### src/rtl/jump_charge.sv
// Jump button charger: measures how long the button is held and presents the
// saturated distance to the game fsm for a fixed hold window. Optional lockout
// until end_of_jump is enabled by the JUMP_LOCKOUT_EN macro.
module jump_charge #(
  parameter int unsigned TICK_DIV    = 1000000,
  parameter int unsigned MAX_DIST    = 30,
  parameter int unsigned HOLD_CYCLES = 2097152
) (
  input  logic       clk,
  input  logic       clr,
  input  logic       jump_btn,
  input  logic       end_of_jump,
  output logic [7:0] jump_dist,
  output logic       charging,
  output logic       saturated,
  output logic       busy
);

  localparam int unsigned DIST_W  = 8;
  localparam int unsigned PRESC_W = 24;
  localparam int unsigned HOLD_W  = 24;

  localparam logic [PRESC_W-1:0] PRESC_LAST = PRESC_W'(TICK_DIV - 1);
  localparam logic [HOLD_W-1:0]  HOLD_LAST  = HOLD_W'(HOLD_CYCLES - 1);
  localparam logic [DIST_W-1:0]  DIST_MAX   = DIST_W'(MAX_DIST);

  typedef enum logic [1:0] {
    S_IDLE   = 2'd0,
    S_CHARGE = 2'd1,
    S_FIRE   = 2'd2,
    S_LOCK   = 2'd3
  } state_t;

  state_t              state_q, state_d;
  logic [DIST_W-1:0]   count_q, count_d;
  logic [PRESC_W-1:0]  presc_q, presc_d;
  logic [HOLD_W-1:0]   hold_q, hold_d;
  logic [DIST_W-1:0]   dist_d;
  logic                btn_q;
  logic                press;

`ifdef JUMP_LOCKOUT_EN
  logic eoj_q, eoj_d;
`else
  logic unused_eoj;
  assign unused_eoj = end_of_jump;
`endif

  assign press = jump_btn & ~btn_q;

  // Next-state and datapath updates
  always_comb begin
    state_d = state_q;
    count_d = count_q;
    presc_d = presc_q;
    hold_d  = hold_q;
    dist_d  = jump_dist;
`ifdef JUMP_LOCKOUT_EN
    eoj_d   = eoj_q;
`endif
    case (state_q)
      S_IDLE: begin
        dist_d = '0;
        if (press) begin
          count_d = '0;
          presc_d = '0;
          state_d = S_CHARGE;
        end
      end
      S_CHARGE: begin
        if (presc_q == PRESC_LAST) begin
          presc_d = '0;
          if (count_q < DIST_MAX) count_d = count_q + DIST_W'(1);
        end else begin
          presc_d = presc_q + PRESC_W'(1);
        end
        // Release latches the post-increment count so a coincident tick is kept
        if (!jump_btn) begin
          if (count_d == '0) begin
            state_d = S_IDLE;
          end else begin
            dist_d  = count_d;
            hold_d  = '0;
            state_d = S_FIRE;
`ifdef JUMP_LOCKOUT_EN
            eoj_d   = 1'b0;
`endif
          end
        end
      end
      S_FIRE: begin
`ifdef JUMP_LOCKOUT_EN
        eoj_d = eoj_q | end_of_jump;
`endif
        if (hold_q == HOLD_LAST) begin
          dist_d = '0;
`ifdef JUMP_LOCKOUT_EN
          // A pulse in the final hold cycle still counts, otherwise LOCK would never exit
          state_d = (eoj_q | end_of_jump) ? S_IDLE : S_LOCK;
`else
          state_d = S_IDLE;
`endif
        end else begin
          hold_d = hold_q + HOLD_W'(1);
        end
      end
`ifdef JUMP_LOCKOUT_EN
      S_LOCK: begin
        dist_d = '0;
        if (end_of_jump) state_d = S_IDLE;
      end
`endif
      default: begin
        dist_d  = '0;
        state_d = S_IDLE;
      end
    endcase
  end

  // State, datapath and registered outputs
  always_ff @(posedge clk) begin
    // Tracks the button even in reset so a press held through clr is not an edge
    btn_q <= jump_btn;
    if (clr) begin
      state_q   <= S_IDLE;
      count_q   <= '0;
      presc_q   <= '0;
      hold_q    <= '0;
      jump_dist <= '0;
      charging  <= 1'b0;
      saturated <= 1'b0;
      busy      <= 1'b0;
`ifdef JUMP_LOCKOUT_EN
      eoj_q     <= 1'b0;
`endif
    end else begin
      state_q   <= state_d;
      count_q   <= count_d;
      presc_q   <= presc_d;
      hold_q    <= hold_d;
      jump_dist <= dist_d;
      charging  <= (state_d == S_CHARGE);
      saturated <= (state_d == S_CHARGE) && (count_d == DIST_MAX);
      busy      <= (state_d == S_FIRE) || (state_d == S_LOCK);
`ifdef JUMP_LOCKOUT_EN
      eoj_q     <= eoj_d;
`endif
    end
  end

endmodule

### config.mk
export PLATFORM = sky130hd
export DESIGN_NAME = jump_charge
export DESIGN_NICKNAME = d
export VERILOG_FILES = /design/src/rtl/jump_charge.sv
export SDC_FILE = /design/constraint.sdc
export NUM_CORES = 1
export LEC_CHECK = 0
export ABC_AREA = 1
export BUFFER_PORTS_ARGS = -buffer_cell sky130_fd_sc_hd__buf_2
export CORE_ASPECT_RATIO = 0.7
export CORE_UTILIZATION = 45
export DETAILED_ROUTE_END_ITERATION = 8
export PLACE_DENSITY_LB_ADDON = 0.05
export SETUP_SLACK_MARGIN = 0.1
export SYNTH_ARGS = -nofsm -noshare
export SYNTH_HDL_FRONTEND = slang
export SYNTH_SLANG_ARGS = --single-unit
### constraint.sdc
create_clock -name clk -period 2.25 [get_ports clk]
set_input_delay 0.45 -clock clk [delete_from_list [all_inputs] [get_ports clk]]
set_output_delay 0.45 -clock clk [all_outputs]
set_load 0.005 [all_outputs]
After elaboration in Yosys (flattened, before gate mapping)
Cells that the tools add are included.
Word-level totals
  flip-flop bits (word level): 70
  output and inout port bits: 11
  input bits: 4
  logic and storage cells: 58
Cells by class
  bitwise gates (word level): 2
  eq/ne operators: 13
  reduce and logical (&&, ||, !) cells: 9
  add/sub/neg operators: 3
  $lt $le $gt $ge: 1
  mux-type cells: 21
Operator list (count)
  24-bit two-way mux: 5
  24-bit one-hot mux with 2 select lines: 2
  8-bit two-way mux: 7
  24-bit by 1-bit adder with 24-bit output (second input constant): 2
  8-bit one-hot mux with 2 select lines: 2
  24-bit by 20-bit equality test with 1-bit output (second input constant): 1
  24-bit by 21-bit equality test with 1-bit output (second input constant): 1
  2-bit inequality test (second input constant): 5
  8-bit by 1-bit adder with 8-bit output (second input constant): 1
  8-bit by 5-bit equality test with 1-bit output (second input constant): 1
  8-bit zero test: 1
  8-bit by 5-bit < comparator with 1-bit output (second input constant): 1
  2-bit two-way mux: 4
  2-bit equality test (second input constant): 3
  2-bit one-hot mux with 3 select lines: 1
  2-bit by 1-bit equality test with 1-bit output (second input constant): 2
  4-bit AND reduction: 1
  2-bit nonzero test: 2
  3-bit AND reduction: 1
  2-bit zero test: 1
  2-bit AND reduction: 1
  1-bit AND: 1
  1-bit logical AND: 1
  1-bit logical OR: 1
  1-bit NOT: 1

Logic depth before layout (Yosys ltp)
Gate-level depths: netlist of the first run.
  word-level depth: 10
  depth in mapped cells: 16
  depth with buffers taken out: 15

Worst setup path after synthesis of the first run
Ideal clock, no wire load.
  kind: register to register
  start: register hold_q[0]
  end: register hold_q[0]
  path slack: 232 ps
  stages on the path, launching flop included: 12
  data required time: 2135 ps
  clock period less this slack: 2018 ps
  path buffers: 1
  library setup time: 115 ps
  arrival: 1903 ps
  cells stage by stage: dfxtp_1 ha_1 nand2_1 nor3_2 nand3_1 nor2_1 nand2_1 o21ai_1 inv_1 clkbuf_1 a31oi_1 nor2_1
Between the ends
  longest elaborated chain between the ends: 3
  elaborated cells on any way between the ends: 6
  those cells by class: add/sub: 1; eq/ne: 2; mux: 2; reduce/logical: 1
RTL lines
  start, declared: line 37  | logic [HOLD_W-1:0] hold_q, hold_d;
  start signal, assigned: line 140  | hold_q <= hold_d;
  24-bit by 1-bit adder with 24-bit output or 24-bit by 21-bit equality test with 1-bit output (tied branches): line 104, 95
  24-bit two-way mux or 2-bit inequality test (tied branches)
  24-bit one-hot mux with 2 select lines or 4-bit AND reduction (tied branches)
Several ways; a longest one is shown, not always the timed one. The select of a mux whose other input is x is not followed.
A chain may end at the register's enable or synchronous reset.

Worst setup path after layout of the first run
  start: register presc_q[1]
  end: register hold_q[23]
Between the ends
  longest elaborated chain between the ends: 6
RTL lines
  start, declared: line 36  | logic [PRESC_W-1:0] presc_q, presc_d;
  start signal, assigned: line 139  | presc_q <= presc_d;
  24-bit by 20-bit equality test with 1-bit output: line 71  | if (presc_q == PRESC_LAST) begin
  8-bit two-way mux: line 71
  8-bit two-way mux: line 61  | case (state_q)
  8-bit zero test: line 79  | if (count_d == '0) begin
  2-bit inequality test (no source line)
  4-bit AND reduction (no source line)
Every way passes these cells. The select of a mux whose other input is x is not followed.

==> impl_metrics.py, run 1 <==
metrics = {
    "run_status": {
        "run_status": "complete, no violations",
    },
    "power_and_ir_drop": {
        "cellPowerDensity_mw_per_mm2": 577.8,
        "leakagePower_nw": 1.886,
        "irDropWorstVdd_mv": 0.3553,
        "power_mw": 2.938,
    },
    "synth": {
        "yosysUniqueCellTypes": 38,
        "yosysMostFrequentCell": "nand2_1",
        "yosysWarnings": 0,
        "syn_nets": 655,
        "ys_seq_area_share_pct": 33.01,
        "ys_seq_elements": 70,
        "synth.avg_cell_area_um2": 6.551,
        "ys.flop_type": "dfxtp_1",
        "ys_top_cells_by_count": "nand2_1 (157), inv_1 (82), dfxtp_1 (70)",
        "synthCells": 648,
        "netlist_area_mm2": 0.004245,
        "yosys.area.top_type": "dfxtp_1",
        "yosysTopAreaCellShare_pct": 33.01,
        "synth_edf_count": 0,
        "synthArstFlopShare_pct": 0,
        "synth_area_leaders": "dfxtp_1 (33%), nand2_1 (14%), inv_1 (7.3%)",
    },
    "worst_setup_path": {
        "crit_arrival_ns": 2.40,
        "cp-end-kind": "register",
        "max_stage_delay_ns": 0.36,
        "crit_chain": "ha_4 -> nand3_4 -> nor2_4 -> nand2_2 -> nor2_4 -> nand2_2 -> nand2_2 -> nand2_2 -> nor2_4 -> nand3_4 -> nand3_4 -> buf_6 -> nand2_2 -> a21oi_2",
        "crit_buf_inv": 1,
        "cp-start-kind": "register",
        "crit_family": "simple AND/OR/NAND/NOR gates",
        "cpMostUsedCell": "nand2_2",
        "cp_data_required_time_ns": 2.51,
        "cpMaxStageDelayCell": "dfxtp_4",
        "crit_fanout": 6,
        "crit_type": "register to register",
    },
    "run": {
        "cap_violations": 0,
    },
    "finish": {
        "multi_input_area_mm2": 0.002559,
        "final_layout_size_suffix_gt1_share_pct": 22.14,
        "area_delta_synth_final_pct": 19.78,
        "fillers": 907,
        "n_antenna_cell": 0,
        "design_area_mm2": 0.005085,
        "nNetsFinal": 693,
        "finish.cell_count_without_fillers": 815,
        "regArea_mm2": 0.001409,
    },
    "global_route": {
        "grt_usage_pct": 24.02,
        "grt_pass1_vias": 3784,
        "antenna_found_initial": 0,
        "grt_first_pass_wirelength_um": 18790,
        "grt_max_degree": 38,
        "globalRoute.totalOverflow": 0,
    },
    "place": {
        "place_hpwl_um": 8276,
        "dp.cells": 796,
        "io_buffers": 13,
        "place_congestion": 0.9039,
        "place_area_mm2": 0.004601,
    },
    "routing": {
        "drt-vias-per-instance": 5.252,
        "ant_nets": 0,
        "routed_wl_um": 11480,
        "drc": 0,
        "vias": 4280,
        "first_pass_iters": 5,
        "drt_iter0_drc": 319,
        "wl_per_cell_um": 14.08,
    },
    "cts": {
        "numCtsBuffers": 9,
        "cts-root-buf": "clkbuf_16",
        "h-tree-depth": 3,
        "cts_tree": "yes",
        "clk_pin_slew_ns": 0.06,
        "clkSinkCount": 70,
        "clockBufferDepth": 2,
        "clk_latency_ns": 0.33,
        "ctsHoldBuffers": 0,
    },
    "timing": {
        "setup_viol": 0,
        "hold_viol": 0,
        "tightest_slew_ns": 0.6229,
        "fin_crit_sh_pct": 94.99,
        "rsz0062_at_grt": "yes",
        "slew_headroom_pct": 58.43,
        "drv_slew": 0,
        "tns_ns": 0,
        "fin_hold_ws_ns": 0.2657,
        "skew_ns": 0.004067,
        "final.min_clock_period_ns": 2.137,
        "max_freq_mhz": 467.9,
    },
    "floorplan": {
        "die_y_um": 83.27,
        "ioPinCount": 15,
        "initial_core_util_pct": 46.61,
        "fp-row-count": 29,
        "die-area_mm2": 0.009833,
        "die_x_um": 118.1,
        "core_area_mm2": 0.009107,
    },
    "worst_hold_path": {
        "hold_class": "input port to register",
    },
}
## state kept, by name, indices dropped and copies added, names as in the netlist
signal	count
count_q	8
state_q	2
saturated	1
charging	1
busy	1
btn_q	1
presc_q	24
jump_dist	8
hold_q	24
## repair_timing
action                                  CTS  global route
gates cloned                              0             1
endpoints found under the setup margin   33            41
pin swaps                                 1             8
buffers inserted                          0             2
gates resized for setup                   8            34
## per-layer routing
metal / track usage, % / wire [um] / vias to the layer above
met1: 37.01 / 6222 / 1977
met4: 4.662 / 76 / 0
li1: - / - / 2187
met2: 33.42 / 4667 / 109
met5: 0 / 0 / -
met3: 5.495 / 510 / 7
## final timing paths
check,slack (ns),end,cells after the start,startpoint
max,0.11,hold_q[23]$_SDFFE_PP0P_,14,presc_q[1]$_SDFFE_PP0P_
min,0.27,btn_q$_DFF_P_,1,jump_btn
min reg2reg,0.48,state_q[0]$_SDFF_PP0_,1,btn_q$_DFF_P_
max reg2reg,0.11,hold_q[23]$_SDFFE_PP0P_,14,presc_q[1]$_SDFFE_PP0P_
## layout by cell type, fill, tap and decap left out, types with 18 or more instances in the layout
cell type and n:
nand2_1 146, dfxtp_1 66, nor3_1 18, buf_4 28, inv_1 81, a21oi_1 31, nand2_2 29, nor2_1 64
o21ai_0 19, a21oi_2 20, nand4_1 32, nand3_1 43
## cell type report
cell class | instances | share of cell area, %
repair buffers | 45 | 6.742
clock inverters | 6 | 1.206
multi-input cells | 475 | 50.32
well taps | 124 | 3.051
clock buffers | 10 | 4.700
flip-flops and latches | 70 | 27.71
inverters | 85 | 6.275
## worst register-to-register path: stages, from the launching register on
cell     delay, ns
dfxtp_4       0.36
ha_4          0.15
nand3_4       0.10
nor2_4        0.16
nand2_2       0.09
nor2_4        0.20
nand2_2       0.09
nand2_2       0.07
nand2_2       0.06
nor2_4        0.14
nand3_4       0.12
nand3_4       0.18
buf_6         0.16
nand2_2       0.06
a21oi_2       0.13
## power by group
part | total, mW | switching [mW] | leakage, nW | internal (mW)
registers | 1.27 | 0.0104 | 0.568 | 1.26
logic | 0.241 | 0.159 | 1.17 | 0.0819
clock network | 1.43 | 0.546 | 0.148 | 0.884
## metrics by stage
step                utilization (%)  setup WS (ns)
finish                        55.83         0.1127
global route                  55.83        0.02157
CTS                           54.10         0.1124
detailed placement            50.52       -0.08486
global placement              50.52       -0.01203
floorplan                         -         0.2321
## kinds of logic after synthesis
group                      Yosys count  synth area share, %
DFF                                 70                33.01
xor gates and xnor gates            16                3.301
AOI/OAI and AO/OA                   83                12.26
adders and majority gates            3               0.8843
and+or+nand+nor                    373                40.79
buffers and inverters              103                9.755
Note: power is estimated with default switching activity, not from simulation.
==> run 2: changes to the inputs <==
--- a/config.mk
+++ b/config.mk
@@ -5,7 +5,6 @@
 export SDC_FILE = /design/constraint.sdc
 export NUM_CORES = 1
 export LEC_CHECK = 0
-export ABC_AREA = 1
 export BUFFER_PORTS_ARGS = -buffer_cell sky130_fd_sc_hd__buf_2
 export CORE_ASPECT_RATIO = 0.7
 export CORE_UTILIZATION = 45
==> impl_metrics.py, run 2 <==
metrics = {
    "run_status": {
        "run_status": "complete, no violations",
    },
    "routing": {
        "met2_length_um": 3950,
        "wl_met3_um": 392,
        "ant_nets": 0,
        "routed_wl_um": 9496,
        "first_pass_iters": 5,
        "drc": 0,
        "highest_layer": "met4",
        "vias": 3558,
        "drt-vias-per-instance": 5.814,
        "drt_iter0_drc": 248,
        "wl_per_cell_um": 15.52,
        "wl_met1_um": 5074,
    },
    "finish": {
        "fillers": 728,
        "final_common_cell": "dfxtp_1",
        "final_layout_size_suffix_gt1_share_pct": 25.05,
        "top_regs": "hold_q: 24 flops, presc_q: 24 flops",
        "finish.cell_count_without_fillers": 612,
        "final_cell_mix": "dfxtp_1 (66), buf_4 (62), nor2_1 (47), nand2_1 (38), a21oi_1 (31)",
        "regArea_mm2": 0.001406,
        "nNetsFinal": 516,
        "area_delta_synth_final_pct": 26.67,
        "multi_input_area_mm2": 0.002265,
        "n_antenna_cell": 0,
    },
    "power_and_ir_drop": {
        "leakagePower_nw": 1.799,
        "cellInternalPower_mw": 2.010,
        "p_seq_share_pct": 48.1,
        "irDropWorstVdd_mv": 0.5790,
        "switching_share_pct": 22.52,
        "power_frac_clock_pct": 47.3,
        "share_comb_of_total_power_pct": 4.6,
        "p_sw_mw": 0.5842,
        "cellPowerDensity_mw_per_mm2": 556.2,
    },
    "global_route": {
        "globalRoute.totalOverflow": 0,
        "grt_pass1_vias": 3322,
        "grt_first_pass_wirelength_um": 16170,
        "antenna_found_initial": 0,
        "grt_usage_pct": 24.48,
        "grt_max_degree": 28,
    },
    "synth": {
        "yosysTopAreaCellShare_pct": 38.06,
        "synth_edf_count": 0,
        "yosysMostFrequentCell": "dfxtp_1",
        "yosys.area_share.simple_pct": 30.48,
        "synth-compound-area-share_pct": 22.02,
        "syn_nets": 450,
        "synthAdderAreaFrac_pct": 1.019,
        "netlist_area_mm2": 0.003682,
        "ys_seq_area_share_pct": 38.06,
        "synthArstFlopShare_pct": 0,
        "synth_xor_area_share_pct": 2.379,
        "synth.avg_cell_area_um2": 8.312,
        "synthCells": 443,
        "ys.flop_type": "dfxtp_1",
        "ys_top_cells_by_count": "dfxtp_1 (70), nor2_1 (48), nand2_1 (39)",
        "ys_seq_elements": 70,
        "yosys.area.top_type": "dfxtp_1",
        "yosysWarnings": 0,
        "synth_top_family_by_area": "simple AND/OR/NAND/NOR gates",
        "muxShareOfSynthArea_pct": 2.345,
        "synth_area_leaders": "dfxtp_1 (38%), nor2_1 (4.9%), a21oi_1 (4.5%)",
        "yosysUniqueCellTypes": 58,
    },
    "cts": {
        "h-tree-depth": 3,
        "cts_tree": "yes",
        "numCtsBuffers": 9,
        "clk_latency_ns": 0.33,
        "cts-root-buf": "clkbuf_16",
        "clk_pin_slew_ns": 0.06,
        "clockBufferDepth": 2,
        "clkSinkCount": 70,
        "ctsHoldBuffers": 0,
    },
    "floorplan": {
        "die_y_um": 77.69,
        "initial_core_util_pct": 46.58,
        "core_area_mm2": 0.007905,
        "fp-row-count": 27,
        "ioPinCount": 15,
        "die_x_um": 110.1,
        "die-area_mm2": 0.008555,
    },
    "worst_setup_path": {
        "crit_arrival_ns": 2.30,
        "crit_fanout": 5,
        "crit_type": "register to register",
        "crit_buf_inv": 1,
        "cp_data_required_time_ns": 2.47,
        "cp-end-kind": "register",
        "cpMaxStageDelayCell": "nor4b_4",
        "cp-start-kind": "register",
        "crit_chain": "nor4b_4 -> nand4_4 -> nand4bb_1 -> and3_4 -> buf_6 -> a211oi_2 -> mux2_4",
        "crit_family": "simple AND/OR/NAND/NOR gates",
        "max_stage_delay_ns": 0.36,
    },
    "timing": {
        "rsz0062_at_grt": "yes",
        "slew_headroom_pct": 63.09,
        "tns_ns": 0,
        "max_freq_mhz": 481.0,
        "fin_crit_sh_pct": 92.41,
        "hold_viol": 0,
        "drv_slew": 0,
        "tightest_slew_ns": 0.5460,
        "setup_viol": 0,
        "skew_ns": 0.007754,
        "final.min_clock_period_ns": 2.079,
    },
    "place": {
        "dp.cells": 598,
        "io_buffers": 13,
        "place_congestion": 0.8437,
        "place_hpwl_um": 6717,
    },
    "worst_hold_path": {
        "hold_class": "input port to register",
    },
    "run": {
        "cap_violations": 0,
    },
}
[run 2: changes by cell type in the layout (fill, tap and decap cells not counted), sizes merged, moves of 22 or more]
cell,delta
nand3,-24
nand2,-137
and3,+22
nor2,-27
buf,+36
inv,-77
[run 2: metrics by stage]
step / setup slack (ns) / cell area [um^2] / hold WS [ns] / utilization (%) / power [mW]
after floorplan: 0.1087 / 3687 / 0.4558 / - / 1.340
after detailed placement: -0.009841 / 4277 / 0.4497 / 54.10 / 1.392
after global routing: 0.06504 / 4664 / 0.3670 / 59.01 / 2.701
after CTS: 0.09562 / 4578 / 0.3613 / 57.91 / 2.625
final: 0.1708 / 4664 / 0.3738 / 59.01 / 2.594
after global placement: 0.03755 / 4277 / 0.4462 / 54.10 / 1.389
[run 2: worst paths after layout]
kind / slack [ns] / endpoint / start / cells after the start
max: 0.17 / hold_q[21]$_SDFFE_PP0P_ / presc_q[11]$_SDFFE_PP0P_ / 7
max reg2reg: 0.17 / hold_q[21]$_SDFFE_PP0P_ / presc_q[11]$_SDFFE_PP0P_ / 7
min: 0.37 / btn_q$_DFF_P_ / jump_btn / 2
min reg2reg: 0.47 / jump_dist[2]$_SDFFE_PP0P_ / jump_dist[2]$_SDFFE_PP0P_ / 1
[run 2: power by group through the flow]
| stage | combinational, mW | sequential (mW) | clock (mW) |
|---|---|---|---|
| finish | 0.120 | 1.25 | 1.23 |
| global route | 0.133 | 1.25 | 1.32 |
| CTS | 0.119 | 1.25 | 1.26 |
| detailed placement | 0.118 | 1.27 | 0 |
| global placement | 0.116 | 1.27 | 0 |
| floorplan | 0.0671 | 1.27 | 0 |
[run 2: what timing repair did]
action	4_1_cts	5_1_grt
setup endpoints to repair	13	23
resized for setup	11	22
pin swaps	1	10
setup buffers	0	1
[run 2: per-layer routing]
| metal | track usage [%] | up-vias |
|---|---|---|
| met4 | 7.237 | 0 |
| met1 | 37.12 | 1689 |
| li1 | - | 1794 |
| met3 | 5.882 | 6 |
| met2 | 33.63 | 69 |
| met5 | 0 | - |
[run 2: logic make-up (layout without fill, tap and decap cells)]
kind of cell,after synthesis,after routing
buf+inv,32,100
mux,8,8
xor+xnor,10,10
fa+ha+maj,3,3
compound gates,115,115
simple gates,205,205
flops,70,70
[run 2: area by class of cell]
cell class,count,area share [%]
clock buffers,11,4.989
clock inverters,2,0.2682
inverters,7,0.5633
multi-input cells,341,48.55
flip-flops and latches,70,30.15
well taps,101,2.709
repair buffers,80,12.77
==> run 3: changes to the inputs <==
--- a/config.mk
+++ b/config.mk
@@ -7,7 +7,7 @@
 export LEC_CHECK = 0
 export BUFFER_PORTS_ARGS = -buffer_cell sky130_fd_sc_hd__buf_2
 export CORE_ASPECT_RATIO = 0.7
-export CORE_UTILIZATION = 45
+export CORE_UTILIZATION = 61
 export DETAILED_ROUTE_END_ITERATION = 8
 export PLACE_DENSITY_LB_ADDON = 0.05
 export SETUP_SLACK_MARGIN = 0.1
==> impl_metrics.py, run 3 (synthesis results as in run 2) <==
metrics = {
    "timing": {
        "max_freq_mhz": 461.5,
        "tightest_slew_ns": 0.5851,
        "setup_viol": 0,
        "rsz0062_at_grt": "yes",
        "skew_ns": 0.006652,
        "setup_slack_ns": 0.08323,
        "final.min_clock_period_ns": 2.167,
        "hold_viol": 0,
        "slew_headroom_pct": 60.45,
        "fin_crit_sh_pct": 96.30,
        "drv_slew": 0,
        "tns_ns": 0,
    },
    "place": {
        "dp_slack_ns": -0.2435,
        "io_buffers": 13,
        "place_congestion": 0.8809,
        "place_hpwl_um": 6781,
        "dp.cells": 567,
        "place_area_mm2": 0.004207,
    },
    "run": {
        "cap_violations": 0,
    },
    "routing": {
        "first_pass_iters": 5,
        "routed_wl_um": 10830,
        "wl_per_cell_um": 18.26,
        "ant_nets": 0,
        "drt_iter0_drc": 359,
        "vias": 3891,
        "drc": 0,
        "drt-vias-per-instance": 6.562,
    },
    "floorplan": {
        "core_area_mm2": 0.005784,
        "fp-row-count": 23,
        "die_y_um": 67.01,
        "die_x_um": 94.87,
        "ioPinCount": 15,
        "die-area_mm2": 0.006356,
        "initial_core_util_pct": 63.66,
    },
    "finish": {
        "fillers": 351,
        "design_area_mm2": 0.004815,
        "final_layout_size_suffix_gt1_share_pct": 29.92,
        "top_regs": "hold_q: 24 flops, presc_q: 24 flops",
        "area_delta_synth_final_pct": 30.75,
        "nNetsFinal": 520,
        "final_common_cell": "dfxtp_1",
        "finish.cell_count_without_fillers": 593,
        "final_cell_mix": "dfxtp_1 (62), buf_4 (61), nor2_1 (45), nand2_1 (38), a21oi_1 (29)",
        "n_antenna_cell": 0,
    },
    "cts": {
        "h-tree-depth": 3,
        "clockBufferDepth": 2,
        "clk_pin_slew_ns": 0.08,
        "cts_tree": "yes",
        "clkSinkCount": 70,
        "ctsHoldBuffers": 0,
        "clk_latency_ns": 0.35,
        "numCtsBuffers": 9,
        "cts-root-buf": "clkbuf_8",
    },
    "worst_setup_path": {
        "cp-start-kind": "register",
        "cp.depth": 9,
        "cpMaxStageDelayCell": "dfxtp_2",
        "r2r_cells": 9,
        "r2r-start": "presc_q[0]$_SDFFE_PP0P_",
        "crit_family": "simple AND/OR/NAND/NOR gates",
        "crit_arrival_ns": 2.42,
        "cp-end-kind": "register",
        "crit_buf_inv": 2,
        "crit_fanout": 2,
        "max_stage_delay_ns": 0.36,
        "rrSetupSlack_ns": 0.08,
        "crit_chain": "ha_4 -> and3_4 -> buf_6 -> nand3_2 -> nor4_2 -> buf_4 -> mux2i_2 -> o211ai_1 -> a2111oi_4",
        "cp_data_required_time_ns": 2.51,
        "timing.rr.end": "saturated$_SDFF_PP0_",
        "crit_type": "register to register",
    },
    "power_and_ir_drop": {
        "share_comb_of_total_power_pct": 5.1,
        "power_frac_clock_pct": 45.5,
        "leakagePower_nw": 1.843,
        "power_mw": 2.519,
        "cellPowerDensity_mw_per_mm2": 523.2,
        "irDropWorstVdd_mv": 0.3743,
        "p_seq_share_pct": 49.4,
        "switching_share_pct": 24.14,
        "p_sw_mw": 0.6081,
        "cellInternalPower_mw": 1.911,
    },
    "worst_hold_path": {
        "hold_start": "jump_btn",
        "hold_path_end": "btn_q$_DFF_P_",
        "hold_path_depth": 1,
        "hold_class": "input port to register",
    },
    "global_route": {
        "grt_max_degree": 29,
        "globalRoute.totalOverflow": 0,
        "antenna_found_initial": 0,
        "grt_usage_pct": 32.89,
        "grt_first_pass_wirelength_um": 15980,
        "grt_pass1_vias": 3296,
    },
    "run_status": {
        "run_status": "complete, no violations",
    },
}
-- run 3: cell types whose count changed in the layout (fill, tap and decap cells not counted), moves of 2 or more --
cell	change
clkbuf_16	-9
clkbuf_1	-2
buf_6	+3
a21oi_1	-2
nand3_1	-3
nand3_2	+3
dfxtp_1	-4
clkbuf_8	+9
o21ai_1	-2
dfxtp_2	+4
bufinv_16	+2
nor2_1	-2
-- run 3: power groups by stage --
| stage | combinational, mW | clock [mW] | sequential (mW) |
|---|---|---|---|
| after floorplan | 0.0671 | 0 | 1.27 |
| after global placement | 0.108 | 0 | 1.27 |
| after detailed placement | 0.110 | 0 | 1.27 |
| after CTS | 0.111 | 1.16 | 1.24 |
| after global routing | 0.137 | 1.20 | 1.25 |
| final | 0.128 | 1.15 | 1.25 |
-- run 3: area by class of cell --
class	instances	area [um^2]	area share [%]
multi-input combinational	341	2420	50.26
sequential	70	1411	29.31
timing repair buffer	84	641.9	13.33
clock buffer	9	123.9	2.573
clock inverter	7	97.59	2.027
tap	75	93.84	1.949
inverter	7	26.28	0.5457
-- run 3: worst reg2reg max path: stages, from the launching register on --
cell,delay [ns]
dfxtp_2,0.36
ha_4,0.14
and3_4,0.21
buf_6,0.10
nand3_2,0.07
nor4_2,0.29
buf_4,0.18
mux2i_2,0.26
o211ai_1,0.17
a2111oi_4,0.28
-- run 3: per-layer routing --
layer	vias up	GRT usage, %	share of wire [%]
li1	1812	-	-
met1	1850	46.29	44
met2	193	48.92	46
met3	36	7.763	7.4
met4	0	10.98	2.8
met5	-	0	0
-- run 3: worst max path at each step --
stage	startpoint	end	slack, ns
detailed placement	presc_q[0]$_SDFFE_PP0P_	presc_q[22]$_SDFFE_PP0P_	-0.24
CTS	presc_q[10]$_SDFFE_PP0P_	presc_q[13]$_SDFFE_PP0P_	0.08
floorplan	presc_q[0]$_SDFFE_PP0P_	hold_q[23]$_SDFFE_PP0P_	0.11
global route	presc_q[0]$_SDFFE_PP0P_	saturated$_SDFF_PP0_	-0.04
global placement	presc_q[0]$_SDFFE_PP0P_	presc_q[11]$_SDFFE_PP0P_	-0.03
finish	presc_q[0]$_SDFFE_PP0P_	saturated$_SDFF_PP0_	0.08
-- run 3: timing repair --
item	CTS	global route
resized for setup	13	53
buffers inserted	4	5
pin swaps	3	16
cloned	0	1
endpoints found under the hold margin	0	0
endpoints found under the setup margin	32	44
-- run 3: metrics by stage --
stage	util (%)	hold WS, ns
floorplan	-	0.4558
global placement	72.72	0.4411
detailed placement	72.72	0.4463
CTS	78.07	0.2569
global route	83.24	0.2869
finish	83.24	0.2846
